$ cat src/rtl/bsk_prd_poller.sv
// bsk_prd_poller: strobe-bus master that polls one BskPRD command receiver,
// validates and publishes its decoded command word, and writes back indication/test-enable.
module bsk_prd_poller #(
  parameter logic [3:0] CS       = 4'b1011,
  parameter logic [7:0] PASSWORD = 8'hA4,
  parameter int unsigned T_STB   = 2
) (
  input  logic        clk,
  input  logic        iRes,
  input  logic        iPoll,
  input  logic        iIndEn,
  input  logic        iTestEn,
  input  logic [15:0] iD,
  output logic [15:0] oD,
  output logic        oDOe,
  output logic [3:0]  oCS,
  output logic [1:0]  oA,
  output logic        oRd,
  output logic        oWr,
  output logic        oBusy,
  output logic [15:0] oCom,
  output logic        oComValid,
  output logic        oErr,
  output logic [7:0]  oErrCnt,
  output logic        oNoDev
);
  typedef enum logic [2:0] {IDLE, RD_ID, RD_LO, RD_HI, WR_IND, WR_CTL, DONE} state_t;
  typedef enum logic [1:0] {SETUP, STROBE, HOLD} phase_t;
  state_t      state, state_n;
  phase_t      phase, phase_n;
  logic [3:0]  cnt, cnt_n;
  logic        rd, wr, last_stb, pwd_ok, tst, dec_ok;
  logic [15:0] lo, hi, dec;
  function automatic logic byte_ok(input logic [7:0] b);
    return b[7:4] == ~b[3:0];
  endfunction
  assign last_stb = phase == STROBE && cnt == 4'(T_STB - 1);
  assign dec_ok   = byte_ok(lo[15:8]) && byte_ok(lo[7:0]) && byte_ok(hi[15:8]) && byte_ok(hi[7:0]);
  assign dec      = {hi[11:8], hi[3:0], lo[11:8], lo[3:0]};
  always_ff @(posedge clk or negedge iRes) begin
    if (!iRes) begin
      state <= IDLE;
      phase <= SETUP;
      cnt   <= '0;
    end else begin
      state <= state_n;
      phase <= phase_n;
      cnt   <= cnt_n;
    end
  end
  // every access state runs SETUP -> T_STB x STROBE -> HOLD, then advances
  always_comb begin
    state_n = state;
    phase_n = phase;
    cnt_n   = cnt;
    if (state == IDLE) begin
      phase_n = SETUP;
      if (iPoll) state_n = RD_ID;
    end else if (state == DONE) begin
      phase_n = SETUP;
      state_n = IDLE;
    end else if (phase == SETUP) begin
      phase_n = STROBE;
      cnt_n   = '0;
    end else if (phase == STROBE) begin
      phase_n = last_stb ? HOLD : STROBE;
      cnt_n   = cnt + 4'd1;
    end else begin
      phase_n = SETUP;
      case (state)
        RD_ID:   state_n = pwd_ok ? RD_LO : DONE;
        RD_LO:   state_n = RD_HI;
        RD_HI:   state_n = (dec_ok && iIndEn) ? WR_IND : WR_CTL;
        WR_IND:  state_n = WR_CTL;
        default: state_n = DONE;
      endcase
    end
  end
  always_comb begin
    rd    = state == RD_ID || state == RD_LO || state == RD_HI;
    wr    = state == WR_IND || state == WR_CTL;
    oBusy = state != IDLE;
    oCS   = (rd || wr) ? CS : ~CS;
    oA    = state == RD_HI ? 2'd1 : state == WR_IND ? 2'd2 :
            (state == RD_ID || state == WR_CTL) ? 2'd3 : 2'd0;
    oRd   = !(rd && phase == STROBE);
    oWr   = !(wr && phase == STROBE);
    oDOe  = wr;
    oD    = state == WR_IND ? oCom :
            state == WR_CTL ? {15'b0, phase == SETUP ? iTestEn : tst} : 16'h0;
  end
  // read data lands on the edge closing the last strobe cycle; decisions are taken at the end of HOLD
  always_ff @(posedge clk or negedge iRes) begin
    if (!iRes) begin
      pwd_ok    <= 1'b0;
      tst       <= 1'b0;
      lo        <= '0;
      hi        <= '0;
      oCom      <= '0;
      oComValid <= 1'b0;
      oErr      <= 1'b0;
      oErrCnt   <= '0;
      oNoDev    <= 1'b0;
    end else begin
      oComValid <= 1'b0;
      oErr      <= 1'b0;
      if (state == RD_ID && last_stb) pwd_ok <= iD[15:8] == PASSWORD;
      if (state == RD_LO && last_stb) lo <= iD;
      if (state == RD_HI && last_stb) hi <= iD;
      if (state == WR_CTL && phase == SETUP) tst <= iTestEn;
      if (state == RD_ID && phase == HOLD) begin
        oNoDev <= !pwd_ok;
        oErr   <= !pwd_ok;
      end
      if (state == RD_HI && phase == HOLD) begin
        if (dec_ok) begin
          oCom      <= dec;
          oComValid <= 1'b1;
        end else begin
          oErr    <= 1'b1;
          oErrCnt <= oErrCnt == 8'hFF ? oErrCnt : oErrCnt + 8'd1;
        end
      end
    end
  end
endmodule

$ cat config.mk
export PLATFORM = sky130hd
export DESIGN_NAME = bsk_prd_poller
export DESIGN_NICKNAME = d
export VERILOG_FILES = /design/src/rtl/bsk_prd_poller.sv
export SDC_FILE = /design/constraint.sdc
export NUM_CORES = 1
export LEC_CHECK = 0
export BUFFER_PORTS_ARGS = -buffer_cell sky130_fd_sc_hd__clkbuf_2
export CAP_MARGIN = 25
export CORE_ASPECT_RATIO = 0.7
export CORE_MARGIN = 3
export CORE_UTILIZATION = 45
export DETAILED_ROUTE_END_ITERATION = 16
export PLACE_DENSITY = 0.78
export SKIP_CTS_REPAIR_TIMING = 1
export SLEW_MARGIN = 5
export SYNTH_ARGS = -nofsm -noshare
export SYNTH_HDL_FRONTEND = slang
export SYNTH_SLANG_ARGS = --single-unit
$ cat constraint.sdc
create_clock -name clk -period 2.6 [get_ports clk]
set_clock_uncertainty 0.1 [all_clocks]
set_input_delay 0.13 -clock clk [delete_from_list [all_inputs] [get_ports clk]]
set_output_delay 0.13 -clock clk [all_outputs]
set_load 0.03 [all_outputs]
Word level (Yosys, flattened, before mapping)
Cells that the tools add are included.

word-level totals
  input port bits = 21
  bits in registers = 70
  output and inout bits = 53
  logic and storage cells = 96

cells by class
  add/subtract/negate cells = 2
  mux-type cells = 27
  reductions and logical operators = 29
  equality and inequality tests = 18
  bitwise gates (word level) = 8

operators with widths
  kind                                                                     count
  3-bit 2-to-1 mux                                                         6
  4-bit equality test                                                      4
  8-bit equality test, second input constant                               2
  16-bit 2-to-1 mux                                                        1
  2-bit 2-to-1 mux                                                         8
  4-bit inverter                                                           4
  1-bit logical AND                                                        13
  4-bit 2-to-1 mux                                                         3
  3-bit one-hot mux with 4 select lines                                    1
  3-bit equality test, second input constant                               3
  3-bit AND reduction                                                      3
  8-bit by 1-bit adder with 8-bit output, second input constant            1
  1-bit 2-to-1 mux                                                         8
  3-bit by 2-bit equality test with 1-bit output, second input constant    2
  1-bit logical OR                                                         5
  4-bit by 1-bit adder with 4-bit output, second input constant            1
  4-bit by 1-bit equality test with 1-bit output, second input constant    1
  1-bit inverter                                                           4
  3-bit by 1-bit equality test with 1-bit output, second input constant    1
  1-bit zero test                                                          3
  3-bit zero test                                                          1
  3-bit by 1-bit inequality test with 1-bit output, second input constant  1
  3-bit inequality test, second input constant                             1
  3-bit nonzero test                                                       1
  6 further kinds                                                          6

Longest topological paths before layout
Gate-level depths: netlist of the first run.

  depth after elaboration = 12
  mapped depth = 7
  depth with buffers taken out = 7

Worst setup path after synthesis of the first run
OpenSTA, ideal clock, no wires.

  kind = reg2out
  start point = register state[1]
  end point = output oD[10]
  data required time = 2.370 ns
  stages on the path, launching flop included = 7
  slack = 0.485 ns
  path buffers = 3
  data arrival time = 1.885 ns
  path through = dfrtp_1 -> buf_2 -> nand2b_1 -> inv_1 -> clkbuf_1 -> clkbuf_1 -> and3_1

between the ends
  cells in the longest elaborated chain, start to end = 2

ends and longest elaborated chain
  what                    RTL line  text
  start, declared         29        state_t state, state_n;
  start signal, assigned  46        state <= state_n;
  3-bit equality test     89        oD = state == WR_IND ? oCom :
  16-bit 2-to-1 mux       89
  end, declared           14        output logic [15:0] oD,

Every way passes these cells.

Worst setup path in the final report of the first run
  start point = register cnt[1]
  end point = register hi[7]

between the ends
  cells in the longest elaborated chain, start to end = 3

ends and longest elaborated chain
  what                                            RTL line  text
  start, declared                                 31        logic [3:0] cnt, cnt_n;
  start signal, assigned                          48        cnt <= cnt_n;
  4-bit by 1-bit equality test with 1-bit output  37        assign last_stb = phase == STROBE && cnt == 4'(T_STB - 1);
  1-bit logical AND                               37
  1-bit logical AND                               109       if (state == RD_HI && last_stb) hi <= iD;
  end signal, assigned                            109
  end, declared                                   33        logic [15:0] lo, hi, dec;

Every way passes these cells.
A chain may end at the register's enable or synchronous reset.

==> results.sh, run 1 <==
export IMPL_synthTopCellsByCount="dfrtp_1, mux2_2, and3_1"
export IMPL_cts_sinks=70
export IMPL_worstSetupEndpointType="register"
export IMPL_grt_pass1_wl_mm=12.19
export IMPL_rows=25
export IMPL_tightest_slew_ns=0.6776
export IMPL_yosysWarnings=0
export IMPL_setup_tns_ns=0
export IMPL_period_needed_ns=2.319
export IMPL_worstPathArrival_ns=2.44
export IMPL_core_area_mm2=0.007038
export IMPL_cts_reportedPaths_clkPinSlew_ns=0.07
export IMPL_critPathKind="register to register"
export IMPL_die_w_um=109.8
export IMPL_grt_pass1_vias=2375
export IMPL_ant_nets=0
export IMPL_clkLatencyLatePin_ns=0.35
export IMPL_design_area_mm2=0.004215
export IMPL_fmax_mhz=431.3
export IMPL_dieArea_mm2=0.008632
export IMPL_drive_above_1_share=0.4043
export IMPL_maxCapViolCount=0
export IMPL_cp_start_kind="register"
export IMPL_antenna_found_initial=0
export IMPL_num_vias=2545
export IMPL_synth_edf_count=0
export IMPL_async_flop_share=1.000
export IMPL_rsz0062_at_grt="no"
export IMPL_placed_cell_area_mm2=0.003821
export IMPL_leakagePower_nw=2.133
export IMPL_cts_root_buffer="clkbuf_8"
export IMPL_cp_max_fo=16
export IMPL_fillers=572
export IMPL_ys_dominant_reg_cell="dfrtp_1"
export IMPL_status="finished clean"
export IMPL_hold_viol=0
export IMPL_post_dp_hpwl_mm=5.721
export IMPL_grt_usage=0.1835
export IMPL_cp_slowest_stage_delay_ns=0.44
export IMPL_num_antenna_cells=0
export IMPL_netlist_top_cells_area="dfrtp_1, mux2_2, mux2_4"
export IMPL_setup_viol=0
export IMPL_wl_per_cell_um=16.30
export IMPL_period_share=0.8918
export IMPL_synth_area_mm2=0.003392
export IMPL_tritoncts="yes"
export IMPL_firstDrtPassIters=4
export IMPL_dieHeight_um=78.64
export IMPL_routed_via_density=5.415
export IMPL_yosysMostFrequentCell="dfrtp_1"
export IMPL_cp_cell_sequence="inv_1 -> ha_1 -> nor3b_1 -> and3_1 -> nand3_2 -> mux2_2"
export IMPL_postSynthAreaPerCell_um2=12.16
export IMPL_crit_family="simple AND/OR/NAND/NOR gates"
export IMPL_slew_violations=0
export IMPL_min_path_type="input pin to register"
export IMPL_routabilityCongestion=0.7884
export IMPL_htreeDepth=3
export IMPL_critPathBufInv=1
export IMPL_synth_nets=303
export IMPL_yosysUniqueCellTypes=42
export IMPL_clock_path_buffers=2
export IMPL_crit_required_ns=2.73
export IMPL_drc=0
export IMPL_totalWireLength_mm=7.662
export IMPL_numPortBuffers=73
export IMPL_grt_overflow=0
export IMPL_max_slew_margin=0.5483
export IMPL_yosysTopAreaCell="dfrtp_1"
export IMPL_start_util=0.4820
export IMPL_ios=74
export IMPL_powerDensity_mw_per_mm2=1038
export IMPL_postSynthRegisterBits=70
export IMPL_grt_max_degree=30
export IMPL_max_vdd_ir_drop_uv=342.0
export IMPL_area_growth_synth_to_final_pct=24.27
export IMPL_crit_slowest_cell="mux2_2"
export IMPL_syn_inst=279
export IMPL_cts_made_buffers=9
export IMPL_drt_iter0_drc=149
export IMPL_layout_nets=395
export IMPL_yosysTopAreaCellShare=0.5164
export IMPL_seq_area_frac_synth=0.5164
## per-stage QoR
stage | worst slack, ns | std cells | total power, W | util | hold slack, ns
finish | 0.2813 | 470 | 0.004373 | 0.5989 | 0.0003147
global route | 0.1768 | 470 | 0.004645 | 0.5989 | 0.004757
CTS | 0.3387 | 452 | 0.004370 | 0.5733 | -0.2730
detailed placement | 0.3570 | 436 | 0.003421 | 0.5429 | 0.1026
global placement | 0.5039 | 436 | 0.003340 | 0.5429 | 0.09170
floorplan | 0.4853 | 279 | 0.002991 | - | -0.2656
## worst min-delay path, stage by stage
cell and delay, ns:
clkbuf_2 0.08, nand2_1 0.06, a31o_2 0.14
## cell usage in the layout (no fill, tap or decap), types with 3 or more instances in the layout
| cell | n |
|---|---|
| nor4_1 | 10 |
| nor2b_1 | 3 |
| nand2b_1 | 4 |
| buf_4 | 6 |
| nand3_1 | 7 |
| xor2_1 | 6 |
| clkbuf_2 | 72 |
| o21ai_0 | 6 |
| mux2_2 | 40 |
| dlygate4sd3_1 | 18 |
| ha_1 | 3 |
| inv_1 | 5 |
| a21oi_1 | 6 |
| nor3b_1 | 4 |
| and3_1 | 17 |
| mux2_4 | 10 |
| nand2_1 | 14 |
| nor3_1 | 6 |
| nand4_1 | 3 |
| nor2_1 | 11 |
| dfrtp_1 | 70 |
| clkbuf_8 | 9 |
| xnor2_1 | 16 |
## cell families after synthesis
logic type	synth area share
AO/OA/AOI/OAI	0.04316
XOR/XNOR	0.05680
adder cells (fa/ha/maj)	0.01107
buffers and inverters	0.03467
flip-flops	0.5164
multiplexers	0.1830
AND/OR/NAND/NOR	0.1549
## routing by layer
metal | wire [um] | global-route usage | vias to the layer above
met4 | 88 | 0.04483 | 0
met2 | 3330 | 0.2680 | 93
met1 | 3739 | 0.2700 | 1264
met5 | 0 | 0 | -
met3 | 503 | 0.05012 | 11
li1 | - | - | 1177
## report_power, final
part           switching [W]  internal (W)  leakage (nW)
Clock               0.000412      0.000538         0.106
Sequential          0.000391       0.00144         0.884
Combinational       0.000879      0.000712          1.14
Total                0.00168       0.00269          2.13
## area by class of cell
class | count | area [um^2] | share of cell area
multi-input combinational | 188 | 1523 | 0.3612
timing repair buffer | 97 | 590.6 | 0.1401
clock buffer | 10 | 127.6 | 0.03028
inverter | 5 | 18.77 | 0.004452
tap | 94 | 117.6 | 0.02790
clock inverter | 6 | 86.33 | 0.02048
sequential | 70 | 1752 | 0.4156
## state kept, by name (all words and copies together), names as in the netlist, 2 cells and up
name / cells
state: 3
lo: 16
oCom: 16
oErrCnt: 8
cnt: 4
hi: 16
phase: 2
## worst paths after layout
kind | startpoint | endpoint | slack [ns] | cells past startpoint
worst max-delay path | cnt[1] | hi[7] | 0.28 | 6
worst min-delay path | iIndEn | state[0] | 0.0003 | 3
worst max register to register | cnt[1] | hi[7] | 0.28 | 6
worst min register to register | oNoDev | oNoDev | 0.39 | 1
max in group asynchronous | iRes | oErrCnt[1] | 1.36 | 3
min in group asynchronous | iRes | oCom[11] | 0.25 | 2
No activity file was read; power rests on OpenSTA's default activity.
==> inputs of run 2 (changes only) <==
--- a/config.mk
+++ b/config.mk
@@ -12,6 +12,7 @@
 export CORE_UTILIZATION = 45
 export DETAILED_ROUTE_END_ITERATION = 16
 export PLACE_DENSITY = 0.78
+export RECOVER_POWER = 100
 export SKIP_CTS_REPAIR_TIMING = 1
 export SLEW_MARGIN = 5
 export SYNTH_ARGS = -nofsm -noshare
==> run 2 against run 1 <==
Effect of this change: the flow now finishes with violations (max-capacitance violations, max-slew violations); critical path depth unchanged; routed wire length about the same; sequential share of layout area up 1.0 points; via count up 0.16%; design area shrank 2.3%; utilization is 1.4 points lower; total power shrank 1.1%; setup slack improved by 0.040 ns; clock power about the same; sequential power barely moved; first-iteration DRC count is 8.7% higher; critical path type unchanged; highest routed layer unchanged.
==> results.sh, run 2 (synthesis results as in run 1) <==
export IMPL_cp_max_fo=16
export IMPL_violations="max-capacitance violations, max-slew violations"
export IMPL_firstDrtPassIters=4
export IMPL_drc=0
export IMPL_tightest_slew_ns=1.613
export IMPL_reg_largest_list="hi: 16 flops, lo: 16 flops, oCom: 16 flops"
export IMPL_start_util=0.4820
export IMPL_max_vdd_ir_drop_uv=338.0
export IMPL_min_path_type="input pin to register"
export IMPL_powerDensity_mw_per_mm2=1051
export IMPL_hold_viol=0
export IMPL_mostFrequentLayoutCells="dfrtp_1, clkbuf_1, mux2_2, clkbuf_2, dlygate4sd3_1"
export IMPL_final_cells=470
export IMPL_grt_usage=0.1835
export IMPL_crit_required_ns=2.72
export IMPL_die_w_um=109.8
export IMPL_fillers=615
export IMPL_worstPathArrival_ns=2.40
export IMPL_area_growth_synth_to_final_pct=21.36
export IMPL_cp_start_kind="register"
export IMPL_totalWireLength_mm=7.657
export IMPL_clock_path_buffers=2
export IMPL_critPathKind="register to register"
export IMPL_rsz0062_at_grt="no"
export IMPL_post_dp_hpwl_mm=5.721
export IMPL_max_slew_margin=-0.07503
export IMPL_routabilityCongestion=0.7884
export IMPL_leakagePower_nw=1.967
export IMPL_wl_met3_um=512
export IMPL_worstSetupEndpointType="register"
export IMPL_core_area_mm2=0.007038
export IMPL_period_share=0.8763
export IMPL_met1Wirelength_mm=3.750
export IMPL_fmax_mhz=438.9
export IMPL_cts_reportedPaths_clkPinSlew_ns=0.07
export IMPL_ant_nets=0
export IMPL_maxUsedRoutingLayer="met4"
export IMPL_cts_sinks=70
export IMPL_num_vias=2549
export IMPL_cts_root_buffer="clkbuf_8"
export IMPL_wl_per_cell_um=16.29
export IMPL_drt_iter0_drc=162
export IMPL_setup_viol=0
export IMPL_grt_pass1_wl_mm=12.19
export IMPL_dieHeight_um=78.64
export IMPL_ios=74
export IMPL_slew_violations=30
export IMPL_htreeDepth=3
export IMPL_antenna_found_initial=0
export IMPL_grt_pass1_vias=2375
export IMPL_maxCapViolCount=1
export IMPL_clkLatencyLatePin_ns=0.35
export IMPL_cts_made_buffers=9
export IMPL_dp_cells=436
export IMPL_period_needed_ns=2.278
export IMPL_layout_nets=395
export IMPL_drive_above_1_share=0.2580
export IMPL_grt_max_degree=30
export IMPL_place_ws_ns=0.3570
export IMPL_num_antenna_cells=0
export IMPL_wl_met2_mm=3.336
export IMPL_placed_cell_area_mm2=0.003821
export IMPL_numPortBuffers=73
export IMPL_dieArea_mm2=0.008632
export IMPL_routed_via_density=5.423
export IMPL_status="finished, violations left"
export IMPL_fin_ws_ns=0.3217
export IMPL_setup_tns_ns=0
export IMPL_design_area_mm2=0.004116
export IMPL_final_common_cell="dfrtp_1"
export IMPL_grt_overflow=0
export IMPL_tritoncts="yes"
export IMPL_rows=25
run 2: worst max-delay path, stage by stage, from the launching register on:
cell and delay [ns]:
dfrtp_1 0.41, inv_1 0.07, ha_1 0.12, nor3b_1 0.34, and3_1 0.30, nand3_2 0.38, mux2_2 0.44
run 2: layout make-up:
cell class	count	area [um^2]	area share
clock buffer	10	127.6	0.03100
multi-input combinational	188	1485	0.3608
timing repair buffer	97	529.3	0.1286
tap	94	117.6	0.02857
inverter	5	18.77	0.004559
clock inverter	6	86.33	0.02097
sequential	70	1752	0.4255
run 2: worst paths after layout:
check,start,to,slack [ns],depth (start not counted)
max,cnt[1],hi[7],0.32,6
min,iIndEn,state[0],0.002,3
max reg2reg,cnt[1],hi[7],0.32,6
min reg2reg,oNoDev,oNoDev,0.38,1
max in group asynchronous,iRes,state[1],0.57,3
min in group asynchronous,iRes,oErrCnt[5],0.62,2
run 2: through the flow:
step	hold WS [ns]	power (W)	util
2_1_floorplan	-0.2656	0.002991	-
3_3_place_gp	0.09170	0.003340	0.5429
3_5_place_dp	0.1026	0.003421	0.5429
4_1_cts	-0.2730	0.004370	0.5733
5_1_grt	0.004757	0.004609	0.5849
6_report	0.002063	0.004325	0.5849
run 2: report_power, final:
| part | switching [W] | internal (W) |
|---|---|---|
| sequential | 0.000384 | 0.00144 |
| combinational | 0.000876 | 0.000677 |
| clock | 0.000410 | 0.000538 |
| total | 0.00167 | 0.00266 |
run 2: routing by layer:
| metal | global-route usage | vias up |
|---|---|---|
| li1 | - | 1175 |
| met1 | 0.2700 | 1270 |
| met2 | 0.2680 | 95 |
| met3 | 0.05012 | 9 |
| met4 | 0.04483 | 0 |
| met5 | 0 | - |
==> inputs of run 3 (changes only) <==
--- a/config.mk
+++ b/config.mk
@@ -11,6 +11,7 @@
 export CORE_MARGIN = 3
 export CORE_UTILIZATION = 45
 export DETAILED_ROUTE_END_ITERATION = 16
+export MAX_ROUTING_LAYER = met4
 export PLACE_DENSITY = 0.78
 export RECOVER_POWER = 100
 export SKIP_CTS_REPAIR_TIMING = 1
==> run 3 against run 2 <==
Effect of this change: non-clock buffer count unchanged; the flow still finishes with violations (max-capacitance violations, max-slew violations); critical path depth stayed put; register-to-register slack about the same; hold slack gained 0.0011 ns; first-iteration DRC count down 8.6%; count of clock-buffer cells in the layout unchanged; largest power group unchanged; final cell count unchanged; utilization unchanged; critical path type is now register to output port; sequential share of layout area did not move; maximum frequency is 0.60% lower; die area unchanged; setup slack got worse by 0.014 ns.
==> results.sh, run 3 (synthesis results as in run 1) <==
export IMPL_mostFrequentLayoutCells="dfrtp_1, clkbuf_1, mux2_2, clkbuf_2, dlygate4sd3_1"
export IMPL_worst_hold_slack_ns=0.003128
export IMPL_multiInputGateArea_mm2=0.001485
export IMPL_ant_nets=0
export IMPL_layout_nets=395
export IMPL_period_share=0.8815
export IMPL_cts_reportedPaths_clkPinSlew_ns=0.07
export IMPL_rows=25
export IMPL_ios=74
export IMPL_min_path_type="input pin to register"
export IMPL_antenna_found_initial=0
export IMPL_status="finished, violations left"
export IMPL_swShare=0.3867
export IMPL_cts_root_buffer="clkbuf_8"
export IMPL_clkPwrFrac=0.219
export IMPL_drive_above_1_share=0.2580
export IMPL_grt_pass1_wl_mm=12.19
export IMPL_totalWireLength_mm=7.715
export IMPL_final_common_cell="dfrtp_1"
export IMPL_grt_overflow=0
export IMPL_max_slew_margin=-0.07007
export IMPL_area_growth_synth_to_final_pct=21.36
export IMPL_clock_path_buffers=2
export IMPL_r2r_cells=6
export IMPL_hold_depth=3
export IMPL_total_power_w=0.004330
export IMPL_cts_made_buffers=9
export IMPL_num_vias=2539
export IMPL_violations="max-capacitance violations, max-slew violations"
export IMPL_cp_start_kind="register"
export IMPL_p_sw_w=0.001674
export IMPL_firstDrtPassIters=5
export IMPL_clkLatencyLatePin_ns=0.35
export IMPL_maxCapViolCount=1
export IMPL_max_vdd_ir_drop_uv=339.8
export IMPL_cp_max_fo=15
export IMPL_critPathLaunch="state[1]"
export IMPL_hold_viol=0
export IMPL_grt_max_degree=30
export IMPL_die_w_um=109.8
export IMPL_tritoncts="yes"
export IMPL_hp_start="iIndEn"
export IMPL_setup_tns_ns=0
export IMPL_design_area_mm2=0.004116
export IMPL_routabilityCongestion=0.7994
export IMPL_slew_violations=30
export IMPL_core_area_mm2=0.007038
export IMPL_setup_viol=0
export IMPL_critPathKind="register to output port"
export IMPL_drc=0
export IMPL_routed_via_density=5.402
export IMPL_internal_power_w=0.002656
export IMPL_fillers=615
export IMPL_worstPathArrival_ns=2.06
export IMPL_regArea_mm2=0.001752
export IMPL_htreeDepth=3
export IMPL_tightest_slew_ns=1.605
export IMPL_fmax_mhz=436.3
export IMPL_cts_sinks=70
export IMPL_start_util=0.4820
export IMPL_period_needed_ns=2.292
export IMPL_r2r_start="cnt[1]"
export IMPL_crit_required_ns=2.37
export IMPL_leakagePower_nw=1.967
export IMPL_placed_cell_area_mm2=0.003821
export IMPL_grt_pass1_vias=2377
export IMPL_numPortBuffers=73
export IMPL_wl_per_cell_um=16.41
export IMPL_powerDensity_mw_per_mm2=1052
export IMPL_rsz0062_at_grt="no"
export IMPL_worstSetupEndpointType="output port"
export IMPL_grt_usage=0.1886
export IMPL_combPwrFrac=0.359
export IMPL_drt_iter0_drc=148
export IMPL_dieArea_mm2=0.008632
export IMPL_sequentialPowerShare=0.422
export IMPL_post_dp_hpwl_mm=5.721
export IMPL_num_antenna_cells=0
export IMPL_reg_largest_list="hi: 16 flops, lo: 16 flops, oCom: 16 flops"
export IMPL_utilization=0.5849
export IMPL_dieHeight_um=78.64
run 3: cell type report:
class                   instances  area share
clock buffers                  10     0.03100
clock inverters                 6     0.02097
multi-input cells             188      0.3608
inverters                       5    0.004559
repair buffers                 97      0.1286
well taps                      94     0.02857
flip-flops and latches         70      0.4255
run 3: critical path, cell delays in order, from the launching register on:
cell      delay [ns]
dfrtp_1         0.42
clkbuf_1        0.20
nand2b_1        0.22
inv_1           0.24
buf_4           0.25
and3_1          0.18
clkbuf_2        0.20
run 3: worst paths after layout:
| path | endpoint | slack [ns] |
|---|---|---|
| setup / recovery | oD[13] | 0.31 |
| hold / removal | state[0] | 0.003 |
| setup reg to reg | hi[7] | 0.31 |
| hold reg to reg | oNoDev | 0.38 |
| max in group asynchronous | hi[0] | 0.58 |
| min in group asynchronous | oErrCnt[5] | 0.62 |
run 3: per-layer routing:
layer	global-route usage	routed length, um	vias up
met4	0.04483	51	0
met2	0.2692	3335	87
met5	-	0	-
li1	-	-	1175
met3	0.04848	520	9
met1	0.2700	3808	1268
run 3: power groups by stage:
stage          clock, W  combinational [W]  sequential (W)
3_5_place_dp          0            0.00157         0.00185
2_1_floorplan         0            0.00127         0.00172
4_1_cts        0.000964            0.00158         0.00183
5_1_grt         0.00102            0.00171         0.00188
3_3_place_gp          0            0.00152         0.00182
6_report       0.000950            0.00155         0.00183
run 3: metrics by stage:
step	std cells	setup WS, ns
after global routing	470	0.1203
after detailed placement	436	0.3570
after floorplan	279	0.4853
final	470	0.3080
after global placement	436	0.5039
after CTS	452	0.3387
